**config.mk**
```make
export PLATFORM = sky130hd
export DESIGN_NAME = dsk_sector_server
export DESIGN_NICKNAME = d
export VERILOG_FILES = /design/src/rtl/dsk_sector_server.sv
export SDC_FILE = /design/constraint.sdc
export NUM_CORES = 1
export LEC_CHECK = 0
export BUFFER_PORTS_ARGS = -buffer_cell sky130_fd_sc_hd__buf_2
export CAP_MARGIN = 10
export CORE_ASPECT_RATIO = 1.4
export CORE_MARGIN = 1
export CORE_UTILIZATION = 53
export CTS_CLUSTER_DIAMETER = 120
export DETAILED_ROUTE_END_ITERATION = 10
export GPL_TIMING_DRIVEN = 0
export PLACE_DENSITY = 0.86
export SLEW_MARGIN = 10
export SYNTH_ARGS = -nofsm -noshare
export SYNTH_HDL_FRONTEND = slang
export SYNTH_SLANG_ARGS = --single-unit
```
**constraint.sdc**
```tcl
create_clock -name clk_i -period 3.7 [get_ports clk_i]
set_clock_uncertainty 0.2 [all_clocks]
set_input_delay 0.925 -clock clk_i [delete_from_list [all_inputs] [get_ports clk_i]]
set_output_delay 0.925 -clock clk_i [all_outputs]
set_load 0.005 [all_outputs]
```
**src/rtl/dsk_sector_server.sv**
```systemverilog
// Sector server between u765 and the two-drive DSK image SRAM.
// Arbitrates the drives and moves 512-byte sectors in either direction.
module dsk_sector_server #(
   parameter int                ADDR_W    = 19,
   parameter logic [ADDR_W-1:0] DRV1_BASE = ADDR_W'(19'h40000),
   parameter int                MAX_SECT  = 512,
   parameter int                RD_LAT    = 1
) (
   input  logic              clk_i,
   input  logic              reset_i,
   input  logic [31:0]       sd_lba,
   input  logic [1:0]        sd_rd,
   input  logic [1:0]        sd_wr,
   input  logic [1:0]        wp_i,
   output logic              sd_ack,
   output logic [8:0]        sd_buff_addr,
   output logic [7:0]        sd_buff_dout,
   input  logic [7:0]        sd_buff_din,
   output logic              sd_buff_wr,
   output logic [ADDR_W-1:0] sram_addr_o,
   input  logic [7:0]        sram_data_i,
   output logic [7:0]        sram_data_o,
   output logic              sram_we_o
);

   typedef enum logic [3:0] {
      S_IDLE,
      S_GRANT,
      S_RD_ADDR,
      S_RD_WAIT,
      S_RD_PUT,
      S_WR_ADDR,
      S_WR_GET,
      S_WR_PUT,
      S_DONE
   } state_t;

   localparam logic [1:0] WAIT_LAST = 2'(RD_LAT - 1);
   localparam logic [8:0] K_LAST    = 9'd511;

   state_t      state;
   logic        rr_q;
   logic        drv_q;
   logic        wr_q;
   logic        oob_q;
   logic        hold_q;
   logic [31:0] lba_q;
   logic [8:0]  k_q;
   logic [1:0]  wait_q;

   logic [1:0]  req;
   logic        gnt;
   logic        gnt_wr;

   function automatic logic [ADDR_W-1:0] sect_addr(
      input logic       d,
      input logic [8:0] l,
      input logic [8:0] k
   );
      logic [ADDR_W-1:0] base;
      base = d ? DRV1_BASE : '0;
      return base + ADDR_W'({l, k});
   endfunction

   // On a tie the drive not granted last time wins; read beats write.
   always_comb begin
      req = sd_rd | sd_wr;
      if (req[0] && req[1]) begin
         gnt = ~rr_q;
      end else begin
         gnt = req[1];
      end
      gnt_wr = ~sd_rd[gnt];
   end

   always_ff @(posedge clk_i) begin
      if (reset_i) begin
         state        <= S_IDLE;
         rr_q         <= 1'b1;
         drv_q        <= 1'b0;
         wr_q         <= 1'b0;
         oob_q        <= 1'b0;
         hold_q       <= 1'b0;
         lba_q        <= '0;
         k_q          <= '0;
         wait_q       <= '0;
         sd_ack       <= 1'b0;
         sd_buff_addr <= '0;
         sd_buff_dout <= '0;
         sd_buff_wr   <= 1'b0;
         sram_addr_o  <= '0;
         sram_data_o  <= '0;
         sram_we_o    <= 1'b0;
      end else begin
         sd_buff_wr <= 1'b0;
         sram_we_o  <= 1'b0;
         case (state)
            S_IDLE: begin
               if (hold_q) begin
                  hold_q <= 1'b0;
               end else if (|req) begin
                  if (req[0] && req[1]) begin
                     rr_q <= gnt;
                  end
                  drv_q  <= gnt;
                  wr_q   <= gnt_wr;
                  lba_q  <= sd_lba;
                  sd_ack <= 1'b1;
                  state  <= S_GRANT;
               end
            end
            S_GRANT: begin
               oob_q  <= (lba_q >= 32'(MAX_SECT));
               k_q    <= '0;
               wait_q <= '0;
               if (wr_q) begin
                  sd_buff_addr <= '0;
                  state        <= S_WR_ADDR;
               end else begin
                  sram_addr_o <= sect_addr(drv_q, lba_q[8:0], 9'd0);
                  state       <= S_RD_ADDR;
               end
            end
            S_RD_ADDR: begin
               wait_q <= 2'd1;
               if (RD_LAT > 1) begin
                  state <= S_RD_WAIT;
               end else begin
                  state <= S_RD_PUT;
               end
            end
            S_RD_WAIT: begin
               if (wait_q >= WAIT_LAST) begin
                  state <= S_RD_PUT;
               end else begin
                  wait_q <= wait_q + 2'd1;
               end
            end
            S_RD_PUT: begin
               sd_buff_addr <= k_q;
               sd_buff_dout <= oob_q ? 8'h00 : sram_data_i;
               sd_buff_wr   <= 1'b1;
               if (k_q == K_LAST) begin
                  state <= S_DONE;
               end else begin
                  k_q         <= k_q + 9'd1;
                  sram_addr_o <= sect_addr(drv_q, lba_q[8:0], k_q + 9'd1);
                  state       <= S_RD_ADDR;
               end
            end
            S_WR_ADDR: begin
               state <= S_WR_GET;
            end
            // Buffer data lags its address by one clock.
            S_WR_GET: begin
               sram_data_o <= sd_buff_din;
               sram_addr_o <= sect_addr(drv_q, lba_q[8:0], k_q);
               sram_we_o   <= ~(oob_q | wp_i[drv_q]);
               state       <= S_WR_PUT;
            end
            S_WR_PUT: begin
               if (k_q == K_LAST) begin
                  state <= S_DONE;
               end else begin
                  k_q          <= k_q + 9'd1;
                  sd_buff_addr <= k_q + 9'd1;
                  state        <= S_WR_ADDR;
               end
            end
            S_DONE: begin
               sd_ack <= 1'b0;
               hold_q <= 1'b1;
               state  <= S_IDLE;
            end
            default: begin
               state <= S_IDLE;
            end
         endcase
      end
   end

endmodule

```
* Word level (Yosys, flattened, before mapping)
Cells that the tools add are included.
** Cells by class
- Add/subtract/negate cells :: 5
- $lt $le $gt $ge :: 4
- Equality and inequality tests :: 18
- Muxes and demuxes :: 28
- Bitwise gates (word level) :: 7
- Reduce and logical (&&, ||, !) cells :: 18
** Operators with widths (number)
- adder 19 x 18 -> 19 bit :: 3
- 2-to-1 mux 19 bit :: 3
- case mux 19 bit (3 select lines) :: 1
- greater-or-equal comparator 32 x 10 -> 1 bit, second input constant :: 1
- case mux 4 bit (8 select lines) :: 1
- case mux 9 bit (3 select lines) :: 1
- 2-to-1 mux 4 bit :: 5
- 2-to-1 mux 9 bit :: 2
- inequality test 2 bit, second input constant :: 9
- case mux 9 bit (2 select lines) :: 1
- == test 4 x 3 -> 1 bit, second input constant :: 4
- AND reduction 3 bit :: 5
- adder 9 x 1 -> 9 bit, second input constant :: 1
- == test 9 bit, second input constant :: 1
- nonzero test 3 bit :: 3
- == test 4 x 2 -> 1 bit, second input constant :: 2
- 2-to-1 mux 1 bit :: 8
- 2-to-1 mux 8 bit :: 1
- case mux 2 bit (3 select lines) :: 1
- OR reduction 2 bit :: 3
- NOT 1 bit :: 5
- == test 4 x 1 -> 1 bit, second input constant :: 1
- == test 4 bit, second input constant :: 1
- zero test 4 bit :: 1
- 12 further kinds :: 16
** Storage, ports and cells
- Register bits after elaboration :: 99
- Input port bits :: 56
- Output and inout port bits :: 47
- Word-level logic and storage cells :: 96

* Logic depth before layout (Yosys ltp)
Gate-level depths: netlist of run 1.
- Word-level depth :: 6
- Gate-level depth with buffers :: 12
- Mapped depth without buffers :: 8

* Least setup slack after synthesis of run 1
Ideal clock, no wire load.
- Path type :: reg2reg
- Start :: register k_q[2]
- End :: register k_q[0]
- Data arrival time :: 2310 ps
- Path slack :: 1070 ps
- Cell stages (with the launch flop) :: 12
- Path buffers :: 3
- Period minus slack after synthesis :: 2630 ps
- Cells stage by stage :: dfxtp_1 clkbuf_1 and4_1 buf_2 nand2_1 nor2_1 ha_1 clkbuf_1 or4b_1 a31o_2 nor2b_4 mux2_2
** Between the ends
- Word-level cells in the longest chain between the ends :: 3
** RTL lines
- start: declaration :: RTL line 48 : logic [8:0] k_q;
- start signal: assignment :: RTL line 146 : k_q <= k_q + 9'd1;
- start signal: assignment :: RTL line 165 : k_q <= k_q + 9'd1;
- == test 9 bit :: RTL line 143, 162
- inequality test 2 bit (no line)
- AND reduction 2 bit (no line)
Every way passes these cells.
A chain may end at the register's enable or synchronous reset.

* Worst setup path in the final report of run 1
- Start :: register k_q[2]
- End :: register sram_addr_o[18]
** Between the ends
- Word-level cells in the longest chain between the ends :: 4
** RTL lines
- adder 9 x 1 -> 9 bit :: RTL line 147 : sram_addr_o <= sect_addr(drv_q, lba_q[8:0], k_q + 9'd1);
- adder 19 x 18 -> 19 bit :: RTL line 62 : return base + ADDR_W'({l, k});
- 2-to-1 mux 19 bit :: RTL line 143 : if (k_q == K_LAST) begin
- case mux 19 bit (3 select lines) :: RTL line 97 : case (state)
- end signal: assignment :: RTL line 120 : sram_addr_o <= sect_addr(drv_q, lba_q[8:0], 9'd0);
- end signal: assignment :: RTL line 147
- end signal: assignment :: RTL line 157 : sram_addr_o <= sect_addr(drv_q, lba_q[8:0], k_q);
- end: declaration :: RTL line 20 : output logic [ADDR_W-1:0] sram_addr_o,
Several ways; a longest one is shown, not always the timed one. The select of a mux whose other input is x is not followed.

==> flow_summary_export.csv, run 1 <==
group,metric,value,unit
worst_hold_path,hp-class,"reg -> reg",
clocking,cts_tree,"done",
clocking,clock_tree.buffer_depth,2,
floorplanning,dieWidth,76.72,µm
route,vias,3983,
timing,layout_setup_ws,0.3053,ns
synth,synth_edf_count,0,
critical_path,path_cells,"clkbuf_1 -> and4_1 -> buf_2 -> nand2_1 -> nor2_1 -> ha_1 -> clkbuf_1 -> nor2b_1 -> o22a_2 -> clkbuf_1 -> o21ai_0 -> a21oi_1",
route,drt-wirelength-per-cell,14.54,µm
critical_path,end_kind,"flop",
timing,fin_crit_sh,91.75,%
route,wl_met3,455,µm
route,dr.pass1.iters,4,
synth,synth-async-reset-ratio,0,%
timing,max_freq,294.6,MHz
critical_path,max_stage_delay,0.37,ns
timing,final.setup.tns,0,ns
critical_path,worstPathArrival,3.49,ns
synth,ys_seq_area_share,46.87,%
critical_path,cpMaxStageDelayCell,"clkbuf_1",
place,place_congestion,0.8852,
synth,synth_cells,501,
synth,synth_cell_types,54,
route,drt-met1-wl,4246,µm
grt,grt_pass1_vias,3846,
clocking,htree_levels,3,
place,place_ws,0.3759,ns
timing,fin_crit,3.395,ns
grt,grt_overflow_total,0,
route,first_iter_violations,318,
cells_and_area,final_util,66.76,%
route,drc_errors,0,
synth,synth_ff_type,"dfxtp_1",
route,highest_layer,"met4",
cells_and_area,layout-drive-gt1-share,24.39,%
clocking,insertion_delay,0.37,ns
worst_hold_path,min_path_cells,2,
timing,rsz0062_at_grt,"no",
place,dpl-instance-area,0.004775,mm²
critical_path,required,3.79,ns
synth,synth.net_count,559,
power_and_ir_drop,powerDensity,639.0,mW/mm²
clocking,postCtsSetupBuffers,0,
floorplanning,rows,37,
clocking,cts.reportedPaths.clkPinSlew,0.10,ns
floorplanning,dieArea,0.008179,mm²
clocking,ctsHoldBuffers,0,
floorplanning,coreArea,0.007453,mm²
cells_and_area,finalInstanceArea,0.004976,mm²
floorplanning,die_h,106.6,µm
job,cap_violations,0,
timing,relSlewSlack,38.07,%
synth,synth.area.top_cells,"dfxtp_1 (47%), nand2_1 (9.8%), a21oi_1 (9.3%), o21ai_0 (3.9%), nand3_1 (2.1%)",
synth,synth-seq-cells,97,
critical_path,crit_path_start_kind,"flop",
cells_and_area,syn2layout_area_growth,20.11,%
grt,grt_usage,26.58,%
clocking,clockRootBuffer,"clkbuf_8",
power_and_ir_drop,leakagePower,1.988,nW
critical_path,rr_worst_depth,12,
floorplanning,start_util,55.58,%
clocking,clock_sinks,97,
critical_path,path_class,"reg -> reg",
timing,setup-violations-final,0,
synth,yosysTopAreaCell,"dfxtp_1",
power_and_ir_drop,ir_worst_vdd,0.5007,mV
floorplanning,io_pins,103,
place,dpl.hpwl,7700,µm
synth,yosysWarnings,0,
route,via_per_inst,5.563,
route,antenna_left,0,
critical_path,crit_fanout,10,
route,dr_wl_met2,5520,µm
timing,slew_viol_final,0,
synth,avgSynthCellArea,8.269,µm²
grt,grt_start_max_net_pins,18,
synth,synth.top_cell.area_share,46.87,%
synth,netlist_area,0.004143,mm²
critical_path,cp_common_cell,"clkbuf_1",
run_status,status,"finished, final reports clean",
clocking,cts_buffers,9,
grt,grt_pass1_wl,17240,µm
cells_and_area,diodes,0,
grt,antenna_found_initial,0,
place,io_buffer_count,102,
route,wl,10410,µm
clocking,post_cts_resized,0,
timing,hold_viol,0,
timing,tightest_slew,0.9266,ns
cells_and_area,num-nets-final,672,
## synthesized netlist by cell type (2+ instances only)
| master | count |
|---|---|
| a211oi_1 | 5 |
| a21oi_1 | 77 |
| a221oi_1 | 2 |
| a22o_1 | 2 |
| a22oi_1 | 2 |
| a311oi_1 | 6 |
| a31o_2 | 3 |
| a31oi_1 | 5 |
| and3_1 | 2 |
| buf_2 | 13 |
| buf_6 | 4 |
| clkbuf_1 | 20 |
| dfxtp_1 | 97 |
| ha_1 | 2 |
| inv_1 | 3 |
| mux2_2 | 2 |
| nand2_1 | 108 |
| nand2b_1 | 4 |
| nand3_1 | 17 |
| nand3b_1 | 9 |
| nand4_1 | 4 |
| nand4b_1 | 2 |
| nand4bb_1 | 2 |
| nor2_1 | 21 |
| nor2b_1 | 5 |
| nor3_1 | 4 |
| nor3_2 | 2 |
| nor4_1 | 7 |
| o21ai_0 | 32 |
| o221ai_1 | 4 |
| o2bb2ai_1 | 2 |
| or3_1 | 6 |
| or3b_2 | 2 |
| or4b_1 | 2 |
| xnor2_1 | 4 |
## state kept, by name (all words and copies together), names as in the netlist, 4 cells and up
register / count
sd_buff_addr: 9
sram_data_o: 8
k_q: 9
state: 4
sd_buff_dout: 8
sram_addr_o: 19
lba_q: 32
## critical path: cells and delay by family, from the launching register on
family                     cells  cell delay, ns
buffers and inverters          4            1.21
adders and majority gates      1            0.16
DFF                            1            0.32
and+or+nand+nor                4            0.84
AOI/OAI and AO/OA              3            0.60
## power breakdown
part	leakage [nW]	internal (mW)	switching, mW
combinational	1.10	0.463	0.644
sequential	0.791	1.25	0.123
clock	0.0954	0.322	0.382
total	1.99	2.03	1.15
## final timing paths
check	from	endpoint	slack [ns]
hold reg to reg	sd_buff_dout[6]$_SDFFE_PP0P_	sd_buff_dout[6]$_SDFFE_PP0P_	0.25
hold / removal	sd_buff_dout[6]$_SDFFE_PP0P_	sd_buff_dout[6]$_SDFFE_PP0P_	0.25
setup / recovery	k_q[2]$_SDFFE_PP0P_	sram_addr_o[18]$_SDFFE_PP0P_	0.31
setup reg to reg	k_q[2]$_SDFFE_PP0P_	sram_addr_o[18]$_SDFFE_PP0P_	0.31
## logic make-up (layout without fill, tap and decap cells)
kind of cell | Yosys count | after routing | synth area share (%)
and+or+nand+nor | 204 | 204 | 24.07
adders and majority gates | 2 | 2 | 0.6040
AOI/OAI and AO/OA | 150 | 150 | 21.99
buffers and inverters | 41 | 159 | 4.832
DFF | 97 | 97 | 46.87
xor gates and xnor gates | 4 | 4 | 0.8456
muxes | 3 | 3 | 0.7852
## area by class of cell
type                            count  area (µm²)
Buffer                             38       188.9
Clock buffer                       10       127.6
Inverter                            3       11.26
Clock inverter                      6       73.82
Multi-Input combinational cell    363        2001
Tap cell                           97       121.4
Fill cell                         643        2477
Timing Repair Buffer              102       510.5
Sequential cell                    97        1942
## cells in the final DEF (no fill, tap or decap), drive strengths merged, types with 7 or more instances in the layout
master / count
nand2: 108
nand3b: 9
a21oi: 77
dfxtp: 97
o21ai: 32
buf: 120
nor2: 21
clkbuf: 30
nor4: 7
nand3: 17
## stage by stage
stage	hold WS, ns	instances	power [mW]
after floorplan	0.2360	501	2.165
after global placement	0.2361	700	2.449
after detailed placement	0.2418	700	2.494
after CTS	0.2559	716	3.189
after global routing	0.2829	716	3.395
final	0.2550	716	3.180
## routing by layer
layer / vias up / track usage, %
met5: - / 0
met4: 0 / 11.54
li1: 1998 / -
met1: 1839 / 29.91
met3: 16 / 5.702
met2: 130 / 47.83
No activity file was read; power rests on OpenSTA's default activity.
==> run 2: changes to the inputs <==
--- a/config.mk
+++ b/config.mk
@@ -9,11 +9,12 @@
 export CAP_MARGIN = 10
 export CORE_ASPECT_RATIO = 1.4
 export CORE_MARGIN = 1
-export CORE_UTILIZATION = 53
+export CORE_UTILIZATION = 48
 export CTS_CLUSTER_DIAMETER = 120
 export DETAILED_ROUTE_END_ITERATION = 10
 export GPL_TIMING_DRIVEN = 0
-export PLACE_DENSITY = 0.86
+export MAX_ROUTING_LAYER = met4
+export PLACE_DENSITY = 0.76
 export SLEW_MARGIN = 10
 export SYNTH_ARGS = -nofsm -noshare
 export SYNTH_HDL_FRONTEND = slang
==> constraint.sdc (replaced) <==
create_clock -name clk_i -period 3.02 [get_ports clk_i]
set_clock_uncertainty 0.2 [all_clocks]
set_input_delay 0.755 -clock clk_i [delete_from_list [all_inputs] [get_ports clk_i]]
set_output_delay 0.755 -clock clk_i [all_outputs]
set_load 0.005 [all_outputs]
==> run 2 against run 1 <==
Effect of this change:
- power rose by 35%
- critical path depth down 2
- sequential power grew 23%
- maximum frequency rose by 22%
- die area is 10% higher
- clock-buffer cell count fell by 1
- sequential cell count unchanged
- final cell count up 0.42%
- wire length rose by 2.8%
- design area rose by 2.6%
- combinational power is 23% higher
==> flow_summary_export.csv, run 2 (same netlist as run 1, synthesis figures left out) <==
group,metric,value,unit
cells_and_area,top_register,"lba_q",
clocking,cts_buffers,9,
grt,grt_usage,25.84,%
critical_path,crit_family,"simple AND/OR/NAND/NOR gates",
clocking,insertion_delay,0.35,ns
floorplanning,dieWidth,80.52,µm
place,place_congestion,0.9549,
floorplanning,coreArea,0.008247,mm²
critical_path,required,3.09,ns
cells_and_area,finalInstanceArea,0.005107,mm²
timing,max_freq,358.5,MHz
timing,tightest_slew,0.8500,ns
run_status,status,"finished, final reports clean",
clocking,ctsHoldBuffers,0,
timing,relSlewSlack,43.19,%
timing,final.setup.tns,0,ns
job,cap_violations,0,
clocking,post_cts_resized,2,
clocking,clock_sinks,97,
timing,setup-violations-final,0,
place,dpl-instance-area,0.004781,mm²
route,wl,10700,µm
cells_and_area,syn2layout_area_growth,23.29,%
floorplanning,rows,39,
critical_path,crit_fanout,10,
worst_hold_path,min_path_cells,2,
timing,fin_crit,2.789,ns
timing,fin_crit_sh,92.35,%
route,drt-wirelength-per-cell,14.87,µm
timing,rsz0062_at_grt,"no",
clocking,clock_tree.buffer_depth,2,
critical_path,end_kind,"flop",
cells_and_area,layout-drive-gt1-share,25.12,%
power_and_ir_drop,powerDensity,839.9,mW/mm²
timing,slew_viol_final,0,
grt,grt_pass1_wl,17530,µm
route,via_per_inst,5.499,
critical_path,path_class,"reg -> reg",
critical_path,crit_start,"k_q[2]$_SDFFE_PP0P_",
worst_hold_path,hp-class,"reg -> reg",
cells_and_area,diodes,0,
cells_and_area,layout_common_cells,"buf_2 (115), nand2_1 (108), dfxtp_1 (97), a21oi_1 (77), o21ai_0 (32)",
critical_path,rr_startpoint,"k_q[2]$_SDFFE_PP0P_",
clocking,postCtsSetupBuffers,0,
critical_path,max_stage_delay,0.49,ns
grt,grt_start_max_net_pins,18,
critical_path,path_cells,"and4_1 -> buf_2 -> nand2_1 -> nor2_1 -> ha_2 -> nor2b_2 -> o22a_2 -> clkbuf_2 -> o21ai_0 -> a21oi_1",
place,io_buffer_count,102,
critical_path,crit_path_start_kind,"flop",
timing,hold_viol,0,
grt,grt_pass1_vias,3805,
route,first_iter_violations,194,
critical_path,rrSetupSlack,0.23,ns
clocking,cts.reportedPaths.clkPinSlew,0.07,ns
power_and_ir_drop,ir_worst_vdd,0.4497,mV
floorplanning,start_util,50.24,%
critical_path,worstPathArrival,2.86,ns
grt,antenna_found_initial,0,
cells_and_area,mostFrequentLayoutCell,"buf_2",
route,dr.pass1.iters,4,
route,drc_errors,0,
route,antenna_left,0,
cells_and_area,num-nets-final,670,
clocking,cts_tree,"done",
critical_path,path_buf_inv,2,
worst_hold_path,hold_start,"sd_buff_dout[1]$_SDFFE_PP0P_",
critical_path,cpMaxStageDelayCell,"dfxtp_1",
floorplanning,dieArea,0.009011,mm²
critical_path,crit_cells,10,
critical_path,endpoint,"sram_addr_o[14]$_SDFFE_PP0P_",
cells_and_area,reg_top3,"lba_q (32), sram_addr_o (19)",
place,dpl.hpwl,7802,µm
clocking,clockRootBuffer,"clkbuf_16",
route,vias,3954,
floorplanning,io_pins,103,
cells_and_area,largest_reg_flops,32,
critical_path,rr_worst_depth,10,
floorplanning,die_h,111.9,µm
power_and_ir_drop,leakagePower,2.051,nW
clocking,htree_levels,3,
grt,grt_overflow_total,0,
critical_path,r2r_end,"sram_addr_o[14]$_SDFFE_PP0P_",
[run 2: cell count changes in the layout (fill, tap and decap cells not counted), sizes merged]
cell      change
inv           -1
clkinv        +3
clkbuf        -3
bufinv        +1
clkinvlp      -2
[run 2: where the power goes]
part	leakage, nW	switching (mW)	internal (mW)	total, mW
Clock	0.162	0.512	0.736	1.25
Combinational	1.10	0.793	0.569	1.36
Sequential	0.791	0.152	1.53	1.68
Total	2.05	1.46	2.83	4.29
[run 2: worst min-delay path by stage]
stage,end,slack (ns)
5_1_grt,lba_q[0]$_SDFFE_PP0P_,0.28
3_5_place_dp,sd_buff_dout[1]$_SDFFE_PP0P_,0.25
2_1_floorplan,lba_q[22]$_SDFFE_PP0P_,0.24
4_1_cts,sd_buff_dout[1]$_SDFFE_PP0P_,0.25
3_3_place_gp,sd_buff_dout[3]$_SDFFE_PP0P_,0.24
6_report,sd_buff_dout[1]$_SDFFE_PP0P_,0.25
[run 2: layout make-up]
type | count | area, µm²
fill | 756 | 3139
multi-input combinational | 363 | 2006
sequential | 97 | 1942
timing repair buffer | 102 | 510.5
clock buffer | 9 | 225.2
buffer | 36 | 182.7
tap | 102 | 127.6
clock inverter | 7 | 102.6
inverter | 3 | 11.26
[run 2: per-stage QoR]
stage                     worst slack [ns]  hold slack (ns)  std cells  power [mW]  util, %
after floorplan                     0.3897           0.2360        501       2.653        -
after global placement             -0.1930           0.2362        705       3.015    57.97
after detailed placement           -0.2560           0.2451        705       3.060    57.97
after CTS                          0.04956           0.2546        720       4.305    61.95
after global routing               0.03924           0.2781        719       4.549    61.93
final                               0.2309           0.2522        719       4.290    61.93
[run 2: worst min-delay path: cells and delay by family (launching register included)]
family	cells	cell delay [ns]
and+or+nand+nor	1	0.05
AOI/OAI and AO/OA	1	0.05
DFF	1	0.31
[run 2: routing by layer]
layer	vias to the layer above	routed length (µm)	global-route usage, %
met3	23	491	4.590
met4	0	313	11.31
met5	-	0	-
met1	1819	4327	29.15
li1	1992	-	-
met2	120	5563	43.73
